==> src/rtl/ps2_key_decoder.sv <==
// PS/2 keyboard receiver: synchronizes and filters the raw lines, deserializes
// device->host frames and folds E0/F0/E1 prefixes into one 11-bit key event word.
module ps2_key_decoder #(
    parameter int unsigned FILTER_LEN = 8,
    parameter int unsigned TIMEOUT    = 12000
) (
    input  logic        clk_sys,
    input  logic        reset,
    input  logic        ps2_clk,
    input  logic        ps2_data,
    output logic [10:0] ps2_key,
    output logic        frame_err,
    output logic        busy
);

    localparam int unsigned FCW = $clog2(FILTER_LEN + 1);
    localparam int unsigned TCW = $clog2(TIMEOUT + 1);

    typedef enum logic [1:0] {IDLE, DATA, PARITY, STOP} state_t;

    // Index 0 carries the PS/2 clock line, index 1 the data line.
    logic [1:0]     sync1;
    logic [1:0]     sync2;
    logic [1:0]     filt;
    logic [FCW-1:0] fcnt [2];
    logic           clk_filt_d;

    state_t         state;
    state_t         state_d;
    logic [2:0]     bit_cnt;
    logic [7:0]     sr;
    logic           par;
    logic [TCW-1:0] idle_cnt;
    logic           ext;
    logic           rel;
    logic [2:0]     skip;

    logic           fall_c;
    logic           data_c;
    logic           timeout_c;
    logic           shift_c;
    logic           latch_p_c;
    logic           byte_ok_c;
    logic           err_c;

    // Synchronizer and counter filter; a level is accepted only after it holds FILTER_LEN cycles.
    always_ff @(posedge clk_sys) begin
        if (reset) begin
            sync1      <= 2'b11;
            sync2      <= 2'b11;
            filt       <= 2'b11;
            clk_filt_d <= 1'b1;
            for (int i = 0; i < 2; i++) fcnt[i] <= '0;
        end else begin
            sync1      <= {ps2_data, ps2_clk};
            sync2      <= sync1;
            clk_filt_d <= filt[0];
            for (int i = 0; i < 2; i++) begin
                if (sync2[i] == filt[i]) begin
                    fcnt[i] <= '0;
                end else if (fcnt[i] == FCW'(FILTER_LEN - 1)) begin
                    filt[i] <= sync2[i];
                    fcnt[i] <= '0;
                end else begin
                    fcnt[i] <= fcnt[i] + FCW'(1);
                end
            end
        end
    end

    assign fall_c    = clk_filt_d & ~filt[0];
    assign data_c    = filt[1];
    // A fall on the terminal-count cycle keeps the frame alive.
    assign timeout_c = (state != IDLE) && !fall_c && (idle_cnt >= TCW'(TIMEOUT - 1));

    always_comb begin
        state_d   = state;
        shift_c   = 1'b0;
        latch_p_c = 1'b0;
        byte_ok_c = 1'b0;
        err_c     = 1'b0;
        case (state)
            IDLE: begin
                if (fall_c) begin
                    if (!data_c) state_d = DATA;
                    else         err_c   = 1'b1;
                end
            end
            DATA: begin
                if (fall_c) begin
                    shift_c = 1'b1;
                    if (bit_cnt == 3'd7) state_d = PARITY;
                end
            end
            PARITY: begin
                if (fall_c) begin
                    latch_p_c = 1'b1;
                    state_d   = STOP;
                end
            end
            STOP: begin
                if (fall_c) begin
                    if (data_c && (^{sr, par})) byte_ok_c = 1'b1;
                    else                        err_c     = 1'b1;
                    state_d = IDLE;
                end
            end
            default: state_d = IDLE;
        endcase
        if (timeout_c) begin
            err_c   = 1'b1;
            state_d = IDLE;
        end
    end

    // Frame state, shift register and saturating inter-edge counter.
    always_ff @(posedge clk_sys) begin
        if (reset) begin
            state    <= IDLE;
            busy     <= 1'b0;
            bit_cnt  <= '0;
            sr       <= '0;
            par      <= 1'b0;
            idle_cnt <= '0;
        end else begin
            state <= state_d;
            busy  <= (state_d != IDLE);
            if (state == IDLE)  bit_cnt <= '0;
            else if (shift_c)   bit_cnt <= bit_cnt + 3'd1;
            if (shift_c)   sr  <= {data_c, sr[7:1]};
            if (latch_p_c) par <= data_c;
            if (state == IDLE || fall_c)           idle_cnt <= '0;
            else if (idle_cnt < TCW'(TIMEOUT))     idle_cnt <= idle_cnt + TCW'(1);
        end
    end

    // Prefix folding and event generation.
    always_ff @(posedge clk_sys) begin
        if (reset) begin
            ps2_key   <= '0;
            frame_err <= 1'b0;
            ext       <= 1'b0;
            rel       <= 1'b0;
            skip      <= '0;
        end else begin
            frame_err <= err_c;
            if (err_c) begin
                ext <= 1'b0;
                rel <= 1'b0;
            end else if (byte_ok_c) begin
                if (skip != 3'd0) begin
                    skip <= skip - 3'd1;
                end else begin
                    case (sr)
                        8'hE1: begin
                            skip <= 3'd7;
                            ext  <= 1'b0;
                            rel  <= 1'b0;
                        end
                        8'hE0: ext <= 1'b1;
                        8'hF0: rel <= 1'b1;
                        8'hAA, 8'hFA, 8'hEE, 8'hFE, 8'h00, 8'hFF: ;
                        default: begin
                            ps2_key <= {~ps2_key[10], ~rel, ext, sr};
                            ext     <= 1'b0;
                            rel     <= 1'b0;
                        end
                    endcase
                end
            end
        end
    end

endmodule

==> config.mk <==
export PLATFORM = sky130hd
export DESIGN_NAME = ps2_key_decoder
export DESIGN_NICKNAME = d
export VERILOG_FILES = /design/src/rtl/ps2_key_decoder.sv
export SDC_FILE = /design/constraint.sdc
export NUM_CORES = 1
export LEC_CHECK = 0
export ABC_CLOCK_PERIOD_IN_PS = 6900
export BUFFER_PORTS_ARGS = -buffer_cell sky130_fd_sc_hd__buf_4
export CAP_MARGIN = 20
export CORE_ASPECT_RATIO = 0.75
export CORE_UTILIZATION = 55
export DETAILED_ROUTE_END_ITERATION = 8
export GPL_TIMING_DRIVEN = 1
export PLACE_DENSITY = 0.8
export SLEW_MARGIN = 20
export SYNTH_ARGS = -nofsm -noshare
export SYNTH_HDL_FRONTEND = slang
export SYNTH_SLANG_ARGS = --single-unit
==> constraint.sdc <==
create_clock -name clk_sys -period 6.9 [get_ports clk_sys]
set_clock_uncertainty 0.05 [all_clocks]
set_input_delay 0.69 -clock clk_sys [delete_from_list [all_inputs] [get_ports clk_sys]]
set_output_delay 0.69 -clock clk_sys [all_outputs]
set_load 0.01 [all_outputs]
=== After elaboration in Yosys (flattened, before gate mapping) ===
Memory sizes are Yosys's and may differ from the RTL's.
Index checks and enable logic that the tools add are counted.

* Memories kept: 1
* RAM bits: 8
* Bits in registers: 53

* Add/subtract/negate cells: 5
* Eq/ne operators: 16
* Bitwise gates (word level): 17
* Magnitude comparators: 2
* Reductions and logical operators: 24
* Muxes and demuxes: 54

{| class="wikitable"
|+ Memory list
! memory !! words !! bits a word !! read ports !! clocked after Yosys merged registers in !! wr ports !! RTL line !! text
|-
| fcnt || 2 || 4 || 2 || 0 || 2 || 25 || <nowiki>logic [FCW-1:0] fcnt [2];</nowiki>
|}

{| class="wikitable"
|+ Operators with widths
! kind !! number
|-
| 8-bit == test (second input constant) || 8
|-
| 1-bit 2-to-1 mux || 35
|-
| 4-bit 2-to-1 mux || 6
|-
| 14-bit by 1-bit adder with 14-bit output (second input constant) || 1
|-
| 14-bit >= comparator (second input constant) || 1
|-
| 14-bit less-than comparator (second input constant) || 1
|-
| 2-bit 2-to-1 mux || 7
|-
| 7-bit OR reduction || 2
|-
| 1-bit inverter || 10
|-
| 3-bit AND reduction || 3
|-
| 9-bit OR reduction || 1
|-
| 9-bit parity || 1
|-
| 4-bit by 1-bit adder with 4-bit output (second input constant) || 2
|-
| 4-bit by 3-bit == test with 1-bit output (second input constant) || 2
|-
| 8-bit zero test || 1
|-
| 2-bit one-hot mux with 4 select lines || 1
|-
| 3-bit 2-to-1 mux || 2
|-
| 1-bit bitwise OR || 6
|-
| 1-bit one-hot mux with 2 select lines || 3
|-
| 2-bit nonzero test || 3
|-
| 2-bit OR reduction || 3
|-
| 2-bit == test (second input constant) || 2
|-
| 2-bit AND reduction || 2
|-
| 4-bit AND reduction || 1
|-
| 11 further kinds || 14
|}

=== Depth between registers and ports, before layout ===
* Word-level depth: 8
* Depth in mapped cells: 7

=== Worst setup path before layout ===
Ideal clock, no wire load.

* Kind: reg-to-reg
* Start: register sr[4]
* End: register ps2_key[9]
* Data arrival time: 2.024 ns
* Setup time: 0.121 ns
* Path slack: 4.704 ns
* Clock period less this slack: 2.196 ns
* Cell stages (with the launch flop): 8
* Cells stage by stage: dfxtp_1 -> buf_6 -> xor2_1 -> xnor3_2 -> xnor2_4 -> nor4_4 -> buf_6 -> mux2_4

* Longest elaborated chain between the ends: 8

{| class="wikitable"
|+ RTL lines
! element !! RTL line !! text
|-
| start: declaration || 31 || <nowiki>logic [7:0] sr;</nowiki>
|-
| start signal: assignment || 130 || <nowiki>if (shift_c) sr <= {data_c, sr[7:1]};</nowiki>
|-
| 9-bit parity || 103 || <nowiki>if (data_c && (^{sr, par})) byte_ok_c = 1'b1;</nowiki>
|-
| 1-bit logical AND || 103 ||
|-
| 1-bit 2-to-1 mux || 103 ||
|-
| 1-bit 2-to-1 mux || 102 || <nowiki>if (fall_c) begin</nowiki>
|-
| 1-bit one-hot mux with 2 select lines || 82 || <nowiki>case (state)</nowiki>
|-
| 1-bit 2-to-1 mux || 110 || <nowiki>if (timeout_c) begin</nowiki>
|-
| 1-bit inverter (no source line) || -- ||
|-
| 4-bit AND reduction (no source line) * || -- ||
|-
| end signal: assignment || 164 || <nowiki>ps2_key <= {~ps2_key[10], ~rel, ext, sr};</nowiki>
|-
| end: declaration || 11 || <nowiki>output logic [10:0] ps2_key,</nowiki>
|}

Every way passes the cells marked *; elsewhere a longest branch is shown, timed or not.
A chain may end at the register's enable or synchronous reset.

=== Final worst setup path ===
* Start: register sr[4]
* End: register ps2_key[10]

Same word-level chain as after synthesis.

==> metrics.txt <==
Psw 0.152 mW; Max H-tree Level 3; Max VDD drop 0.130 mV; clk root buf clkbuf_8; TritonRoute pass-1 iters 4; GR Util met1 28.5%; Design Power 0.723 mW; clk slew on worst S/H paths 0.07 ns; Routed WL 5350 um; Fill cells 415; Post-synth top cells dfxtp_1 (53), nor2_1 (27), a21oi_1 (24); Data arrival, critical path 2.92 ns; HPWL after DPL 3680 um; final setup fails 0; vias in the first global route 2058; GRT Total Usage 21.1%; sequential area share after synthesis 43.2%; Layout area overhead 12.2%; antenna-violating nets left 0; total number of clock tree sinks 61; CP max-delay cell nor4_4; ys async rst share 0%; Worst EP required 7.08 ns; Flop pwr share 50.6%; row cnt 22; Internal Power 0.571 mW; Ports 17; Final WS setup 4.16 ns; Slew HR 42.2%; critical path fanouts, max 11; Syn Inst Count 322; Yosys cell types 51; startpoint types flop; Worst-Margin Slew 0.861 ns; clk buf depth 2; Primary FF master, synth dfxtp_1; gp weighted congestion 0.855; Synth area leaders dfxtp_1 (35%), edfxtp_1 (8.0%), ha_1 (4.6%), a21oi_1 (4.0%), xor2_1 (3.8%); Yosys reg bits 61; Ant. Diodes 0; fin util 66.4%; status finished, final reports clean; post-place setup slack 4.14 ns; Yosys top cell by area dfxtp_1; routed vias 2216; dpl cells 400; setup TNS 0 ns; initial antenna violation count 0; Sw Ratio 21.1%; Die Height 66.1 um; number of DRC markers in iteration 0 131; RSZ-0062 raised after global routing false; met2 Use GR 31.8%; wire length of the first global-routing pass 9200 um; CP Class reg2reg; Max Clk Rate 365 MHz; nets 354; Hold Crit Class reg2reg; CTS tree done; dpl cell area 3170 um^2; Skew-Pair Late Insertion Delay 0.34 ns; Synth top area share 35.2%; CP Cell Sequence xor2_1 -> xnor3_2 -> xnor2_4 -> nor4_4 -> mux2_1; GRT overflow 0; post-route cell area 3380 um^2; clock buffer count from CTS 9; Final Slew Violations 0; Die X 87.5 um; slowest stage delay, CP 0.77 ns; mapped cell area 3020 um^2; GRT busiest layer met2; Ys Warns 0; hold_ws 0.368 ns; WL per Instance 12.8 um; number of flops mapped to enable cells by yosys 8; proportion of layout cells with a drive suffix above 1 13.1%; pwr/cell area 214 nW/um^2; PortBufs 16; count leader, synth dfxtp_1; Setup Buffers After CTS 0; clock power share 47.3%; number of remaining DRC errors 0; Final min period 2.74 ns; fin cells 416; max cap viols 0; Avg Cell Area, Syn 9.36 um^2; Avg Vias per Cell 5.33; leakage 1.23 nW; Comb pwr share 2.1%; CP endpoint kind flop; cts hold-fix bufs 0; # resized after CTS 0; final hold violation count 0; Final Cycle Share 39.7%; core footprint 5090 um^2; GR Util met3 6.74%; largest net degree at the start of global routing 50; die area 5790 um^2; Starting Density 59.2%
[final timing paths]
| kind | endpoint | startpoint | cells after the start | slack, ns |
|---|---|---|---|---|
| min reg2reg | sync2[1] | sync1[1] | 1 | 0.37 |
| min | sync2[1] | sync1[1] | 1 | 0.37 |
| max | ps2_key[10] | sr[4] | 5 | 4.16 |
| max reg2reg | ps2_key[10] | sr[4] | 5 | 4.16 |
[power by group through the flow]
stage          Combinational (mW)  Clock (mW)  Sequential (mW)
3_5_place_dp               0.0148           0            0.374
4_1_cts                    0.0150       0.351            0.366
6_report                   0.0152       0.342            0.366
5_1_grt                    0.0174       0.364            0.366
3_3_place_gp               0.0145           0            0.373
2_1_floorplan              0.0119           0            0.373
[cell type report]
cell class / instances / area, um^2 / share of cell area [%]
Clock inverter: 7 / 90.1 / 2.66
Sequential cell: 61 / 1300 / 38.5
Timing Repair Buffer: 17 / 128 / 3.77
Inverter: 14 / 52.6 / 1.55
Tap cell: 72 / 90.1 / 2.66
Clock buffer: 9 / 124 / 3.66
Multi-Input combinational cell: 236 / 1600 / 47.2
[routing by layer]
layer  vias to the layer above  part of all wire (%)
met2                        40                    45
met5                         -                     0
met4                         0                   1.3
li1                       1148                     -
met1                      1019                    48
met3                         9                   5.6
[registers in the layout (all words and copies together) (netlist names)]
name        count
bit_cnt         3
busy            1
clk_filt_d      1
ext             1
fcnt            8
filt            2
frame_err       1
idle_cnt       14
par             1
ps2_key        11
rel             1
skip            3
sr              8
state           2
sync1           2
sync2           2
[kinds of logic after synthesis]
kind of cell	share of synthesized area (%)
flops	43.2
xor+xnor	8.42
buf+inv	4.77
compound gates	10.2
other cells	0.124
fa+ha+maj	4.56
simple gates	24.2
mux	4.52
[cell usage in the layout (no fill, tap or decap), types with 3 or more instances in the layout]
cell type  Yosys  final
dfxtp_1       53     53
nor2_1        27     27
a21oi_1       24     24
nand2_1       22     22
nand3_1       19     19
buf_4          2     17
nand2b_1      16     16
inv_1         14     14
xor2_1        13     13
mux2i_1       11     11
ha_1          11     11
clkbuf_8       0      9
edfxtp_1       8      8
conb_1         1      8
xnor2_1        7      7
nand4_1        7      7
or2_2          6      6
or3_1          5      5
nor2b_1        5      5
nor3_1         5      5
a31oi_1        5      5
and3_1         3      3
nor4bb_1       3      3
nor4_1         3      3
or2b_1         3      3
o21ai_0        3      3
[critical path: cells and delay by family (launching register included)]
| family | cells | cell delay, ns |
|---|---|---|
| xor+xnor | 3 | 0.89 |
| simple gates | 1 | 0.77 |
| flops | 1 | 0.52 |
| mux | 1 | 0.38 |
(Power assumes the default switching activity.)
